**src/rtl/alu_seq_ctrl.sv**
```systemverilog
// Control-path sequencer for the multi-operand ALU datapath: opcode check, operand
// loading with back-pressure, execute pulse, done wait with timeout, result strobe.
module alu_seq_ctrl #(
    parameter int                   N_OPS    = 2,
    parameter int                   OPW      = 2,
    parameter logic [2**OPW-1:0]    OP_LEGAL = 4'b1111,
    parameter int                   TMO      = 16
) (
    input  logic             clk,
    input  logic             rst,
    input  logic             start,
    input  logic [OPW-1:0]   op_code,
    input  logic             in_valid,
    output logic             in_ready,
    output logic [N_OPS-1:0] ld_op,
    output logic [OPW-1:0]   op_sel,
    output logic             go,
    input  logic             done,
    output logic             ld_res,
    output logic             busy,
    output logic             finish,
    output logic             err,
    input  logic             ack
);
    // state  | meaning
    // S_IDLE | waiting for start, opcode checked on acceptance
    // S_LOAD | loading operand idx whenever in_valid is high
    // S_EXEC | one-cycle go pulse, timeout counter cleared
    // S_WAIT | waiting for done, bounded by TMO cycles
    // S_RES  | one-cycle result register load
    // S_FIN  | finish held (err valid) until ack

    localparam int IDXW = (N_OPS > 1) ? $clog2(N_OPS) : 1;
    localparam int CW   = (TMO > 1) ? $clog2(TMO) : 1;
    localparam logic [IDXW-1:0] IDX_LAST = IDXW'(N_OPS - 1);
    localparam logic [CW-1:0]   CNT_LAST = CW'(TMO - 1);

    typedef enum logic [2:0] {
        S_IDLE,
        S_LOAD,
        S_EXEC,
        S_WAIT,
        S_RES,
        S_FIN
    } state_t;

    state_t          state, state_nxt;
    logic [IDXW-1:0] idx, idx_nxt;
    logic [CW-1:0]   cnt, cnt_nxt;
    logic [OPW-1:0]  op_q, op_nxt;
    logic            err_q, err_nxt;

    always_ff @(posedge clk) begin
        if (rst) begin
            state <= S_IDLE;
            idx   <= '0;
            cnt   <= '0;
            op_q  <= '0;
            err_q <= 1'b0;
        end else begin
            state <= state_nxt;
            idx   <= idx_nxt;
            cnt   <= cnt_nxt;
            op_q  <= op_nxt;
            err_q <= err_nxt;
        end
    end

    always_comb begin
        state_nxt = state;
        idx_nxt   = idx;
        cnt_nxt   = cnt;
        op_nxt    = op_q;
        err_nxt   = err_q;
        case (state)
            S_IDLE: begin
                if (start) begin
                    if (OP_LEGAL[op_code]) begin
                        op_nxt    = op_code;
                        idx_nxt   = '0;
                        state_nxt = S_LOAD;
                    end else begin
                        // rejected opcode skips the datapath entirely
                        err_nxt   = 1'b1;
                        state_nxt = S_FIN;
                    end
                end
            end
            S_LOAD: begin
                if (in_valid) begin
                    if (idx == IDX_LAST) state_nxt = S_EXEC;
                    else                 idx_nxt   = idx + 1'b1;
                end
            end
            S_EXEC: begin
                cnt_nxt   = '0;
                state_nxt = S_WAIT;
            end
            S_WAIT: begin
                // done wins over the terminal count, so the last WAIT cycle still completes
                if (done) begin
                    state_nxt = S_RES;
                end else if (cnt == CNT_LAST) begin
                    err_nxt   = 1'b1;
                    state_nxt = S_FIN;
                end else begin
                    cnt_nxt = cnt + 1'b1;
                end
            end
            S_RES: state_nxt = S_FIN;
            S_FIN: begin
                if (ack) begin
                    err_nxt   = 1'b0;
                    state_nxt = S_IDLE;
                end
            end
            default: state_nxt = S_IDLE;
        endcase
    end

    assign busy     = (state != S_IDLE);
    assign in_ready = (state == S_LOAD);
    assign go       = (state == S_EXEC);
    assign ld_res   = (state == S_RES);
    assign finish   = (state == S_FIN);
    assign err      = err_q;
    assign op_sel   = op_q;
    assign ld_op    = (in_ready && in_valid) ? (N_OPS'(1) << idx) : '0;

endmodule

```
**config.mk**
```make
export PLATFORM = sky130hd
export DESIGN_NAME = alu_seq_ctrl
export DESIGN_NICKNAME = d
export VERILOG_FILES = /design/src/rtl/alu_seq_ctrl.sv
export SDC_FILE = /design/constraint.sdc
export NUM_CORES = 1
export LEC_CHECK = 0
export ABC_AREA = 1
export BUFFER_PORTS_ARGS = -buffer_cell sky130_fd_sc_hd__buf_4
export CAP_MARGIN = 20
export CORE_MARGIN = 5
export CORE_UTILIZATION = 49
export CTS_CLUSTER_DIAMETER = 30
export CTS_CLUSTER_SIZE = 40
export DETAILED_ROUTE_END_ITERATION = 10
export GPL_TIMING_DRIVEN = 0
export PLACE_DENSITY = 0.74
export SETUP_SLACK_MARGIN = 0.02
export SLEW_MARGIN = 20
export SYNTH_ARGS = -nofsm -noshare
export SYNTH_HDL_FRONTEND = slang
export SYNTH_SLANG_ARGS = --single-unit
```
**constraint.sdc**
```tcl
create_clock -name clk -period 1.6 [get_ports clk]
set_clock_uncertainty 0.15 [all_clocks]
set_input_delay 0.08 -clock clk [delete_from_list [all_inputs] [get_ports clk]]
set_output_delay 0.08 -clock clk [all_outputs]
set_load 0.02 [all_outputs]
```
# After elaboration in Yosys (flattened, before gate mapping)
# Cells that the tools add are included.
# W data, S select, Z words.
[word_totals]
inputBits = 8
wordCells = 61
regBits = 11
[classes]
add_sub_neg = 2
n_eq_ne = 16
n_shift = 1
order_cmp = 1
reduce_logical = 11
n_mux = 25
[ops]
columns = ["operator", "n"]
rows = [
  ["$mux W3", 7],
  ["$pmux W3 S6", 1],
  ["$ne A2 B2 Y1 const B", 7],
  ["$mux W1", 10],
  ["$mux W4", 2],
  ["$pmux W4 S2", 1],
  ["$eq A3 B2 Y1 const B", 2],
  ["$eq A3 B3 Y1 const B", 2],
  ["$reduce_and A3 Y1", 2],
  ["$reduce_and A6 Y1", 1],
  ["$reduce_bool A3 Y1", 2],
  ["$reduce_and A5 Y1", 1],
  ["$add A4 B1 Y4 const B", 1],
  ["$eq A4 B4 Y1 const B", 1],
  ["$ne A2 B1 Y1 const B", 2],
  ["$reduce_and A4 Y1", 1],
  ["$reduce_bool A2 Y1", 2],
  ["$eq A3 B1 Y1 const B", 1],
  ["$logic_not A3 Y1", 1],
  ["$lt A2 B3 Y1 const B", 1],
  ["$ne A3 B3 Y1 const B", 1],
  ["$pmux W1 S3", 1],
  ["$bmux W1 S2", 1],
  ["$mux W2", 1],
  ["4 further kinds", 4],
]

# Depth between registers and ports, before layout
[depth]
word_depth = 5
ltp_mapped = 8

# Worst setup path before layout
# No wires, ideal clock.
[synth_path]
kind = "reg2out"
from = "register state[1]"
to = "output ld_op[0]"
arrival_ns = 1.181
stages_incl_launch_ff = 6
path_slack_ns = 0.189
required_ns = 1.370
path_cell_list = "dfxtp_1 > nor2_1 > nand2_1 > inv_1 > nand2_1 > nor2_1"
[synth_between]
elab_chain_len = 3
[synth_lines]
columns = ["element", "line", "text"]
rows = [
  ["from (decl)", "47", "state_t state, state_nxt;"],
  ["from (signal assigned)", "61", "state <= state_nxt;"],
  ["$eq A3 B1 Y1", "122", "assign in_ready = (state == S_LOAD);"],
  ["net in_ready", "14", "output logic in_ready,"],
  ["$logic_and A1 B1 Y1", "128", "assign ld_op = (in_ready && in_valid) ? (N_OPS'(1) << idx) : '0;"],
  ["$mux W2", "128", ""],
  ["to (decl)", "15", "output logic [N_OPS-1:0] ld_op,"],
]
# The timed path passes the listed nets, and every way through them passes these cells.

# Final worst setup path
[layout_path]
from = "register state[1]"
to = "output ld_op[0]"
[layout_between]
elab_chain_len = 3
[layout_lines]
columns = ["element", "line"]
rows = [
  ["$eq A3 B1 Y1", "122"],
  ["$logic_and A1 B1 Y1", "128"],
  ["$mux W2", "128"],
]
# Every way passes these cells.

==> qor.csv <==
metric,value,unit
status,"finished, final reports clean",
clock-pin slew on the worst setup and hold paths,80,ps
Clock power frac,14.2,%
Int Pwr,0.000743,W
DRC,0,
Critical Path Max Stage Delay,380,ps
First DRT Iteration DRCs,3,
Crit Path Max Fanout,7,
"commonest non-fill, non-tap cell in the layout",buf_4,
Power Density,1490,nW/um2
fin crit share,95.1,%
"Seq/Total Area, Yosys",34.5,%
Top delay family on crit path,simple AND/OR/NAND/NOR gates,
LEAKAGE,0.461,nW
Synth area leader,dfxtp_1,
Worst path slowest cell,dfxtp_4,
num ports,18,
Cell Rows,13,
initial antenna violation count,0,
"Buf+Inv Stages, Crit Path",2,
Pre-antenna DRT Iters,3,
Die Span X,46.1,um
vias per inst,4.93,
n_diodes,0,
Placer Congestion,0.799,
R2R Path Start,cnt[0],
Slew HR,81.6,%
worst reg2reg endpoint,state[1],
I/O Buffers,17,
Setup crit end kind,primary output,
DP Wirelength,1130,um
"Slew Viols, Final",0,
Max clock buf depth,2,
WL/cell,11.5,um
post-synthesis register bit count,11,
grt total ovfl,0,
GRT Util Overall,17.3,%
Post-layout nets,139,
TritonCTS clock tree,yes,
fillers,104,
Final Hold Fails,0,
clock buffer count from CTS,3,
Post-Syn Instances,100,
Worst Hold Class,reg -> reg,
largest net degree at the start of global routing,8,
Sequential cell area,226,um2
worst path cell trace,nor2_4 -> nand2_1 -> inv_2 -> nand2_2 -> nor2_2 -> buf_4,
die area,2120,um2
layout cell share with drive strength beyond 1,29.5,%
Synth area leaders,"dfxtp_1 35%, nand2_1 11%, inv_1 11%, nor2_1 11%, nand3_1 9.4%",
Seq pwr share,32.3,%
Setup Viol. Count Final,0,
Min-Delay Startpoint,err,
die height,46.1,um
setup TNS,0,ps
Hold Path Sink,err,
startpoint types,flip-flop,
Net Sw Frac,46.1,%
Syn Nets,109,
switching pwr,0.000635,W
Initial Util,50.3,%
DRT Wirelength,1660,um
RSZ-0062 raised after global routing,no,
CP Data Required Time,1370,ps
clk_lat worst skew,280,ps
most frequent cells in the layout,"18 x buf_4, 17 x nand2_1, 16 x nor2_1, 16 x inv_1, 12 x nand3_1",
Max Cap Violations,0,
Post-Syn Area,638,um2
VDD IR-drop max,0.000981,V
r2r setup slk,140,ps
"Warnings, synthesis",0,
core footprint,1270,um2
Yosys cell types,16,
Min-Delay Path Depth,2,
CP Class,reg -> out,
Synth top area share,34.5,%
via count,710,
first-pass GRT wire length,2620,um
placed insts,132,
H-tree levels,1,
Worst-Margin Slew,274,ps
"Cell Count, Final, Fillers Out",144,
R2R cell count,8,
number of global-route vias before repair,633,
Crit path arrival time,1290,ps
multi-input combinational cell area,380,um2
synthesis-to-finish area growth,44.9,%
Max Fclk,657,MHz
Logic pwr share,53.5,%
WHS,302,ps
Routed Antenna Nets,0,
Final min period,1520,ps
clock root buffer,clkbuf_4,
clk sinks,11,
syn avg cell area,6.38,um2
-- cell type report --
| cell class | instances | share of cell area (%) |
|---|---|---|
| Inverter | 18 | 7.31 |
| Timing Repair Buffer | 25 | 22.2 |
| Sequential cell | 11 | 24.5 |
| Tap cell | 15 | 2.03 |
| Multi-Input combinational cell | 71 | 41.1 |
| Clock buffer | 4 | 2.84 |
-- cells in the mapped netlist (all sizes together) --
cell type	count
a21oi	10
dfxtp	11
ha	1
inv	18
nand2	20
nand3	13
nand3b	2
nor2	20
nor3	2
o21ai	3
-- power groups by stage --
stage | Sequential [W] | Clock [W] | Combinational, W
5_1_grt | 0.000454 | 0.000215 | 0.000827
3_3_place_gp | 0.000426 | 0 | 0.000649
2_1_floorplan | 0.000427 | 0 | 0.000461
4_1_cts | 0.000426 | 0.000204 | 0.000678
3_5_place_dp | 0.000428 | 0 | 0.000660
6_report | 0.000444 | 0.000196 | 0.000737
-- per-stage QoR --
step | setup WS [ps] | utilization (%) | power [W] | area (um2)
finish | 79.1 | 72.9 | 0.00138 | 925
global route | 6.00 | 72.9 | 0.00150 | 925
CTS | 23.9 | 69.7 | 0.00131 | 885
detailed placement | 70.1 | 61.8 | 0.00109 | 785
global placement | 116 | 61.8 | 0.00107 | 785
floorplan | 189 | - | 0.000888 | 638
-- worst max-delay path by stage --
| stage | from | end | slack (ps) | depth (start not counted) |
|---|---|---|---|---|
| finish | state[1] | ld_op[0] | 80 | 6 |
| global route | state[1] | ld_op[1] | 6 | 6 |
| CTS | state[0] | busy | 20 | 3 |
| detailed placement | cnt[0] | cnt[0] | 70 | 7 |
| global placement | cnt[0] | cnt[0] | 120 | 7 |
| floorplan | state[1] | ld_op[0] | 190 | 5 |
-- state kept, by name, summed over array words and instances (netlist names) --
name    count
cnt         4
err         1
op_sel      2
idx         1
state       3
-- worst min-delay path: stages, from the launching register on --
cell,delay [ps]
dfxtp_1,310
inv_1,50
a21oi_1,50
-- timing repair --
item                                    4_1_cts  5_1_grt
hold buffers                                  7        0
hold endpoints to repair                      6        0
endpoints found under the setup margin        2        7
setup buffers                                 0        1
pin swaps                                     0        3
resized for setup                             2       12
-- layer usage --
metal  vias up  GRT usage [%]  part of all wire, %  wire length [um]
met5         -              0                    0                 0
met4         0           10.2                  2.0                34
met1       308           21.7                   46               764
li1        380              -                    -                 -
met3         5           2.73                  7.0               117
met2        17           27.5                   45               744
-- kinds of logic (layout without fill, tap and decap cells) --
kind of cell / after synthesis / after routing / share of synthesized area (%)
fa+ha+maj: 1 / 1 / 1.96
buf+inv: 18 / 47 / 10.6
flops: 11 / 11 / 34.5
compound gates: 13 / 13 / 10.8
simple gates: 57 / 57 / 42.2
No activity file was read; power rests on OpenSTA's default activity.
